$ cat src/rtl/snes_pad_responder.sv
// snes_pad_responder
// Device side of the SNES controller link. Captures the button vector while
// the host holds snes_latch high, then shifts it out active-low on snes_data,
// one bit per rising edge of snes_clk. Host pins are asynchronous and pass
// through two-flop synchronisers; edges come from a third registered copy.
//
// Handshake note: there is no valid/ready pair here. poll and short_read are
// single-cycle registered strobes. poll marks a completed latch (latch falling
// edge). short_read marks a new latch that cut off a transfer with fewer than
// 16 shifts. The two strobes are never asserted in the same cycle.
module snes_pad_responder #(
    parameter logic [11:0] TIMEOUT = 12'd2048
) (
    input  logic        clk,
    input  logic        reset,
    input  logic [15:0] buttons,
    input  logic        snes_latch,
    input  logic        snes_clk,
    output logic        snes_data,
    output logic        poll,
    output logic        short_read,
    output logic [1:0]  state_dbg
);

    typedef enum logic [1:0] {
        ST_IDLE  = 2'd0,
        ST_LOAD  = 2'd1,
        ST_SHIFT = 2'd2,
        ST_DONE  = 2'd3
    } state_t;

    state_t      state, state_n;
    logic [15:0] shreg, shreg_n;
    logic [4:0]  count, count_n;
    logic [11:0] to_cnt, to_cnt_n;
    logic        poll_n, short_n;

    logic latch_m, latch_s, latch_d;
    logic clk_m, clk_s, clk_d;

    logic        latch_rise, latch_fall, clk_rise;
    logic [15:0] loaded;

    // Two-flop synchronisers plus one delayed copy for edge detection.
    // Clock stages reset high because the host clock idles high, so leaving
    // reset never looks like a rising edge.
    always_ff @(posedge clk) begin
        if (reset) begin
            latch_m <= 1'b0;
            latch_s <= 1'b0;
            latch_d <= 1'b0;
            clk_m   <= 1'b1;
            clk_s   <= 1'b1;
            clk_d   <= 1'b1;
        end else begin
            latch_m <= snes_latch;
            latch_s <= latch_m;
            latch_d <= latch_s;
            clk_m   <= snes_clk;
            clk_s   <= clk_m;
            clk_d   <= clk_s;
        end
    end

    assign latch_rise = latch_s & ~latch_d;
    assign latch_fall = ~latch_s & latch_d;
    assign clk_rise   = clk_s & ~clk_d;

    // Upper four button bits do not exist on a real pad: always released.
    assign loaded = {4'b0000, buttons[11:0]};

    // State, shift register, counters and strobe registers.
    always_ff @(posedge clk) begin
        if (reset) begin
            state      <= ST_IDLE;
            shreg      <= 16'd0;
            count      <= 5'd0;
            to_cnt     <= 12'd0;
            poll       <= 1'b0;
            short_read <= 1'b0;
        end else begin
            state      <= state_n;
            shreg      <= shreg_n;
            count      <= count_n;
            to_cnt     <= to_cnt_n;
            poll       <= poll_n;
            short_read <= short_n;
        end
    end

    // Next-state logic. A latch rising edge wins over everything, including a
    // coincident clock edge, so the reload happens and that shift is dropped.
    always_comb begin
        state_n  = state;
        shreg_n  = shreg;
        count_n  = count;
        to_cnt_n = to_cnt;
        poll_n   = 1'b0;
        short_n  = 1'b0;
        if (latch_rise || (state == ST_IDLE && latch_s)) begin
            state_n  = ST_LOAD;
            shreg_n  = loaded;
            count_n  = 5'd0;
            to_cnt_n = 12'd0;
            short_n  = (state == ST_SHIFT) && (count < 5'd16);
        end else begin
            case (state)
                ST_IDLE: begin
                    shreg_n  = 16'd0;
                    count_n  = 5'd0;
                    to_cnt_n = 12'd0;
                end
                ST_LOAD: begin
                    if (latch_fall) begin
                        // A clock edge landing in this same cycle is ignored.
                        state_n = ST_SHIFT;
                        poll_n  = 1'b1;
                    end else begin
                        shreg_n  = loaded;
                        count_n  = 5'd0;
                        to_cnt_n = 12'd0;
                    end
                end
                ST_SHIFT: begin
                    if (clk_rise) begin
                        shreg_n  = {1'b0, shreg[15:1]};
                        count_n  = count + 5'd1;
                        to_cnt_n = 12'd0;
                        if (count == 5'd15) begin
                            state_n = ST_DONE;
                        end
                    end else if (to_cnt == TIMEOUT) begin
                        state_n  = ST_IDLE;
                        shreg_n  = 16'd0;
                        count_n  = 5'd0;
                        to_cnt_n = 12'd0;
                    end else if (to_cnt != 12'hFFF) begin
                        to_cnt_n = to_cnt + 12'd1;
                    end
                end
                ST_DONE: begin
                    shreg_n = 16'd0;
                end
                default: begin
                    state_n = ST_IDLE;
                    shreg_n = 16'd0;
                end
            endcase
        end
    end

    assign snes_data = ~shreg[0];
    assign state_dbg = state;

endmodule
$ cat config.mk
export PLATFORM = sky130hd
export DESIGN_NAME = snes_pad_responder
export DESIGN_NICKNAME = d
export VERILOG_FILES = /design/src/rtl/snes_pad_responder.sv
export SDC_FILE = /design/constraint.sdc
export NUM_CORES = 1
export LEC_CHECK = 0
export ABC_AREA = 1
export BUFFER_PORTS_ARGS = -buffer_cell sky130_fd_sc_hd__buf_2
export CAP_MARGIN = 20
export CORE_MARGIN = 4
export CORE_UTILIZATION = 35
export CTS_CLUSTER_DIAMETER = 100
export DETAILED_ROUTE_END_ITERATION = 16
export PLACE_DENSITY = 0.56
export SYNTH_ARGS = -nofsm -noshare
export SYNTH_HDL_FRONTEND = slang
export SYNTH_SLANG_ARGS = --single-unit
$ cat constraint.sdc
create_clock -name clk -period 4.8 [get_ports clk]
set_input_delay 0.24 -clock clk [delete_from_list [all_inputs] [get_ports clk]]
set_output_delay 0.24 -clock clk [all_outputs]
set_load 0.05 [all_outputs]
Word-level counts from Yosys, hierarchy flattened
Cells that the tools add are included.
{ "classes": {"add_sub_neg": 2, "n_lt_le_gt_ge": 1, "eq_ne": 15, "n_mux": 21, "bitwise": 9, "n_reduce_logical": 17} }
{ "op_table": {"columns": ["cell", "count"], "rows": [
  ["12-bit two-way mux", 5],
  ["16-bit two-way mux", 3],
  ["16-bit one-hot mux with 3 select lines", 1],
  ["12-bit one-hot mux with 3 select lines", 1],
  ["5-bit two-way mux", 3],
  ["5-bit one-hot mux with 3 select lines", 1],
  ["12-bit by 1-bit adder with 12-bit output (second input constant)", 1],
  ["12-bit == test (second input constant)", 1],
  ["12-bit inequality test (second input constant)", 1],
  ["2-bit two-way mux", 4],
  ["4-bit by 3-bit inequality test with 1-bit output (second input constant)", 2],
  ["4-bit AND reduction", 2],
  ["3-bit by 2-bit inequality test with 1-bit output (second input constant)", 2],
  ["3-bit inequality test (second input constant)", 2],
  ["1-bit inverter", 6],
  ["3-bit AND reduction", 2],
  ["3-bit nonzero test", 2],
  ["2-bit OR reduction", 3],
  ["5-bit by 1-bit adder with 5-bit output (second input constant)", 1],
  ["5-bit by 4-bit == test with 1-bit output (second input constant)", 1],
  ["5-bit < comparator (second input constant)", 1],
  ["2-bit == test (second input constant)", 2],
  ["2-bit inequality test (second input constant)", 2],
  ["4-bit by 2-bit inequality test with 1-bit output (second input constant)", 1],
  ["other kinds (10)", 15]
]} }
{ "totals": {"register_bits": 43, "out_inout_bits": 5, "wordCells": 79} }

Longest topological paths before layout
{ "logic_depth": {"word_depth": 5, "mapped_depth": 12} }

Worst setup path before layout
No wires, ideal clock.
{ "synth_timing": {"path_kind": "reg2reg", "start": "register state[0] (netlist: state_dbg[0])", "end": "register shreg[0]", "setup_ns": 0.115, "arrival_ns": 1.815, "required_time_ns": 4.685, "slack_ns": 2.870, "stages_incl_launch_ff": 12, "n_path_buf": 1, "period_less_slack_ns": 1.930, "path_cell_list": "dfxtp_1 -> inv_1 -> ha_1 -> nor2_1 -> nor2_1 -> nor2_1 -> buf_2 -> nand2_1 -> o21ai_0 -> nand3_1 -> nand2_1 -> nor2_1"} }
{ "synth_via": {"elab_chain_len": 5, "elab_cells_between_ends": 12} }
{ "synth_rtl": {"columns": ["item", "line_no", "source"], "rows": [
  ["start: declaration", "32", "state_t state, state_n;"],
  ["start signal: assignment", "82", "state <= state_n;"],
  ["2-bit logical NOT", "100, 107", null],
  ["1-bit logical AND", "100", "if (latch_rise || (state == ST_IDLE && latch_s)) begin"],
  ["1-bit logical OR", "100", null],
  ["4-bit by 3-bit inequality test with 1-bit output (no line) or 3-bit inequality test (tied branches)", null, null],
  ["2-bit AND reduction (no line)", null, null],
  ["end signal: assignment", "83", "shreg <= shreg_n;"],
  ["end: declaration", "33", "logic [15:0] shreg, shreg_n;"]
]} }
Several ways; a longest one is shown, not always the timed one.
A chain may end at the register's enable or synchronous reset.

Final worst setup path
{ "layout_timing": {"start": "register state[1] (netlist: state_dbg[1])", "end": "register to_cnt[3]"} }
{ "layout_via": {"elab_chain_len": 4, "elab_cells_between_ends": 11} }
{ "layout_rtl": {"columns": ["item", "line_no", "source"], "rows": [
  ["branches (longest 4 deep; another with 4-bit by 2-bit inequality test with 1-bit output)", null, null],
  ["end signal: assignment", "85", "to_cnt <= to_cnt_n;"],
  ["end: declaration", "35", "logic [11:0] to_cnt, to_cnt_n;"]
]} }
Parallel ways; which one is timed is not known.

==> qor_table.md <==
| Stage | Metric | Reported |
|---|---|---|
| timing | Final setup viols | 0 |
| critical path | Crit-path max FO | 25 |
| timing | Relative slew margins | 43.9% |
| floorplan | Die width | 86.7 um |
| clock network | Clock H-tree levels | 2 |
| synthesis | Flops & latches, synth | 39 |
| critical path | Worst-case register-to-register setup slack | 2.54 ns |
| clock network | TritonCTS clock tree | built |
| placement | Placed Instances | 412 |
| final layout | FILL cells | 681 |
| final layout | Area Growth Syn to Fin | 10.5% |
| final layout | Post-route cell area | 2400 um^2 |
| run | Max-cap violation count | 0 |
| timing | Unrepaired setup endpoints after global routing | false |
| placement | Half-perimeter wire length after detailed placement | 3320 um |
| critical path | Crit path capture | to_cnt[3] |
| floorplan | Core box area | 5960 um^2 |
| power and ir drop | Worst vdd rail ir drop | 0.144 mV |
| critical path | Logic depth of the worst register-to-register path | 9 |
| status | Result of the run | complete, no violations |
| critical path | First element of the critical path | state_dbg[1] |
| clock network | Clock transition time at the flip-flop clock pins of the worst setup and hold paths | 0.09 ns |
| placement | Placed standard-cell area | 2300 um^2 |
| power and ir drop | Leak pwr | 1.05 nW |
| final layout | Diodes inserted | 0 |
| final layout | Share of post-route cells with drive strength above 1 | 15.3% |
| global route | First-pass GRT wire length | 8180 um |
| timing | Ratio of final minimum period to clock period | 47.0% |
| global route | Number of antenna violations at the first check in global routing | 0 |
| timing | Total negative slack | 0 ns |
| timing | Number of hold violations in the final report | 0 |
| synthesis | Synthesized area per cell | 6.63 um^2 |
| timing | Slew of the pin with the lowest slew margin | 0.839 ns |
| timing | Setup slack of the critical path after layout | 2.54 ns |
| final layout | Post-layout nets | 373 |
| synthesis | Sequential-to-total area share from yosys stat | 36.0% |
| global route | GRT Resource Usage Total | 13.4% |
| min path | Worst hold path type | input pin to flop |
| floorplan | Effective utilization at floorplan | 36.4% |
| final layout | Area used by multi-input combinational logic | 1180 um^2 |
| route | Iteration count of the initial detailed-routing pass | 4 |
| floorplan | Area of the die | 7520 um^2 |
| global route | Largest net degree at the start of global routing | 26 |
| timing | Maximum clock skew at final layout | 0.0113 ns |
| synthesis | Number of instances in the synthesized netlist | 327 |
| clock network | Number of buffers between clock root and the deepest sink | 2 |
| route | Initial drt markers | 49 |
| final layout | Storage element area | 781 um^2 |
| clock network | Num CTS Buffers | 5 |
| placement | GP Congestion | 0.826 |
| route | Routed wire per std cell | 11.1 um |
| global route | Remaining global-route overflow | 0 |
| clock network | Hold_buf cts | 0 |
| critical path | Data required time at the worst endpoint | 5.02 ns |
| synthesis | Number of distinct standard cells referenced by the synthesized netlist | 32 |
| clock network | Total setup buffers inserted after CTS | 0 |
| route | Drt via density | 4.73 |
| synthesis | Warning count from the yosys run | 0 |
| timing | Time the worst path needs with I/O delays and setup | 2.26 ns |
| synthesis | Syn_nets | 355 |
| final layout | Post-route core utilization | 40.3% |
| critical path | Arrival time worst endpoint | 2.48 ns |
| clock network | Number of cells upsized or downsized after cts | 0 |
| floorplan | Floorplan row count | 28 |
| route | Total Routed Length | 4670 um |
| critical path | Origin of the critical flop-to-flop path | state_dbg[1] |
| clock network | Clk_lat worst skew | 0.30 ns |
| critical path | Path type of the worst setup path | flop to flop |
| placement | Port Buffers | 20 |
| clock network | Total number of clock tree sinks | 39 |
| clock network | Library cell used as clock root buffer | sky130_fd_sc_hd__clkbuf_8 |
| global route | Via count of the first global-routing pass | 1807 |
| timing | Max Freq | 0.443 GHz |
| floorplan | Y dimension of the die | 86.7 um |
| critical path | R2r endpoint | to_cnt[3] |
| critical path | Startpoint class of the critical path | flop |
| route | Post-DRT Antenna Nets | 0 |
| placement | Worst slack at placement | 2.48 ns |
| route | Count of vias placed by the detailed router | 1990 |
| power and ir drop | Power density normalized to cell area | 293 nW/um^2 |
| timing | Count of pins over their slew limit | 0 |
| critical path | Capturing element type of the critical path | flop |
| synthesis | Synth Cell Area | 2170 um^2 |
| final layout | Final Non-Filler Cells | 421 |
| route | DRC violations left | 0 |
| floorplan | I/O pin count | 25 |
[state kept, by name, indices dropped and copies added, names as in the netlist]
name and count:
latch_s 1, latch_d 1, poll 1, to_cnt 12
shreg 12, state_dbg 2, clk_s 1, latch_m 1
clk_m 1, short_read 1, clk_d 1, count 5
[per-stage QoR]
step                hold slack, ns  power [mW]
floorplan                    0.344       0.459
global placement             0.393       0.483
detailed placement           0.401       0.485
CTS                          0.117       0.714
global route                 0.125       0.746
finish                       0.126       0.704
[synth_stat cells]
master	instances	share of area (%)
sky130_fd_sc_hd__xnor2_1	2	0.81
sky130_fd_sc_hd__o22ai_1	1	0.29
sky130_fd_sc_hd__nand3_1	27	6.2
sky130_fd_sc_hd__nor2_2	3	0.87
sky130_fd_sc_hd__ha_1	8	4.6
sky130_fd_sc_hd__or2_2	2	0.58
sky130_fd_sc_hd__clkinv_1	1	0.17
sky130_fd_sc_hd__nand3_2	1	0.46
sky130_fd_sc_hd__inv_2	8	1.4
sky130_fd_sc_hd__clkbuf_1	4	0.69
sky130_fd_sc_hd__nor2_8	1	0.92
sky130_fd_sc_hd__nor3_1	5	1.2
sky130_fd_sc_hd__o211ai_1	1	0.35
sky130_fd_sc_hd__nand2_1	84	15
sky130_fd_sc_hd__buf_8	1	0.69
sky130_fd_sc_hd__and3_1	1	0.29
sky130_fd_sc_hd__o21ai_1	3	0.69
sky130_fd_sc_hd__o21ai_0	17	3.9
sky130_fd_sc_hd__nor2_1	41	7.1
sky130_fd_sc_hd__a21oi_1	25	5.8
sky130_fd_sc_hd__nor2_4	2	1.0
sky130_fd_sc_hd__nand2_2	6	1.7
sky130_fd_sc_hd__nand2_4	1	0.52
sky130_fd_sc_hd__nand4_1	4	1.2
sky130_fd_sc_hd__xor2_1	1	0.40
sky130_fd_sc_hd__inv_1	30	5.2
sky130_fd_sc_hd__buf_4	3	1.0
sky130_fd_sc_hd__o21a_1	1	0.35
sky130_fd_sc_hd__buf_2	2	0.46
sky130_fd_sc_hd__a22oi_1	1	0.35
sky130_fd_sc_hd__dfxtp_1	39	36
sky130_fd_sc_hd__nor4_1	1	0.29
[critical path, stage by stage (launching register included)]
cell and delay, ns:
sky130_fd_sc_hd__dfxtp_1 0.38, sky130_fd_sc_hd__inv_1 0.09, sky130_fd_sc_hd__ha_1 0.26, sky130_fd_sc_hd__nand2_1 0.65, sky130_fd_sc_hd__nand2_1 0.14, sky130_fd_sc_hd__inv_2 0.14, sky130_fd_sc_hd__nand2_4 0.12, sky130_fd_sc_hd__inv_2 0.19
sky130_fd_sc_hd__nand2_1 0.07, sky130_fd_sc_hd__a21oi_1 0.15
[kinds of logic (layout without fill, tap and decap cells)]
logic type | Yosys count | after routing | share of synthesized area (%)
simple gates | 179 | 179 | 36.9
buf+inv | 49 | 68 | 9.63
compound gates | 49 | 49 | 11.7
xor+xnor | 3 | 3 | 1.21
flops | 39 | 39 | 36.0
fa+ha+maj | 8 | 8 | 4.61
[area by class of cell]
class,instances,area share (%)
Timing Repair Buffer,21,4.49
Clock buffer,5,2.87
Clock inverter,3,0.835
Sequential cell,39,32.6
Tap cell,75,3.91
Inverter,39,6.11
Multi-Input combinational cell,239,49.2
[cells in the final DEF (no fill, tap or decap)]
cell,instances
sky130_fd_sc_hd__nand2_4,1
sky130_fd_sc_hd__and3_1,1
sky130_fd_sc_hd__nor2_2,3
sky130_fd_sc_hd__nor2_4,2
sky130_fd_sc_hd__nand4_1,4
sky130_fd_sc_hd__xnor2_1,2
sky130_fd_sc_hd__nor2_1,41
sky130_fd_sc_hd__nand2_2,6
sky130_fd_sc_hd__clkinvlp_4,2
sky130_fd_sc_hd__inv_2,8
sky130_fd_sc_hd__buf_4,1
sky130_fd_sc_hd__o22ai_1,1
sky130_fd_sc_hd__nor3_1,5
sky130_fd_sc_hd__or2_2,2
sky130_fd_sc_hd__o21ai_0,17
sky130_fd_sc_hd__a22oi_1,1
sky130_fd_sc_hd__o21ai_1,3
sky130_fd_sc_hd__nand2_1,84
sky130_fd_sc_hd__buf_2,20
sky130_fd_sc_hd__dfxtp_1,39
sky130_fd_sc_hd__o21a_1,1
sky130_fd_sc_hd__nor4_1,1
sky130_fd_sc_hd__nor2_8,1
sky130_fd_sc_hd__clkinv_2,1
sky130_fd_sc_hd__xor2_1,1
sky130_fd_sc_hd__inv_1,30
sky130_fd_sc_hd__ha_1,8
sky130_fd_sc_hd__clkinv_1,1
sky130_fd_sc_hd__clkbuf_8,5
sky130_fd_sc_hd__nand3_2,1
sky130_fd_sc_hd__nand3_1,27
sky130_fd_sc_hd__a21oi_1,25
sky130_fd_sc_hd__o211ai_1,1
[layer usage]
metal	global-route usage, %	share of wire [%]
met1	17.2	48
met2	22.5	47
met3	2.85	3.8
met4	4.25	0.86
met5	0	0
[worst min-delay path by stage]
stage | to | cells past startpoint | slack, ns | startpoint
final | clk_m | 2 | 0.13 | snes_clk
after global routing | clk_m | 2 | 0.13 | snes_clk
after CTS | clk_m | 2 | 0.12 | snes_clk
after detailed placement | latch_s | 2 | 0.40 | latch_m
after global placement | clk_s | 1 | 0.39 | clk_m
after floorplan | clk_m | 1 | 0.34 | snes_clk
[power breakdown]
part	total [mW]	switching, mW	internal, mW
sequential	0.353	0.0110	0.342
combinational	0.124	0.0820	0.0418
clock	0.227	0.125	0.101
Note: power is estimated with default switching activity, not from simulation.
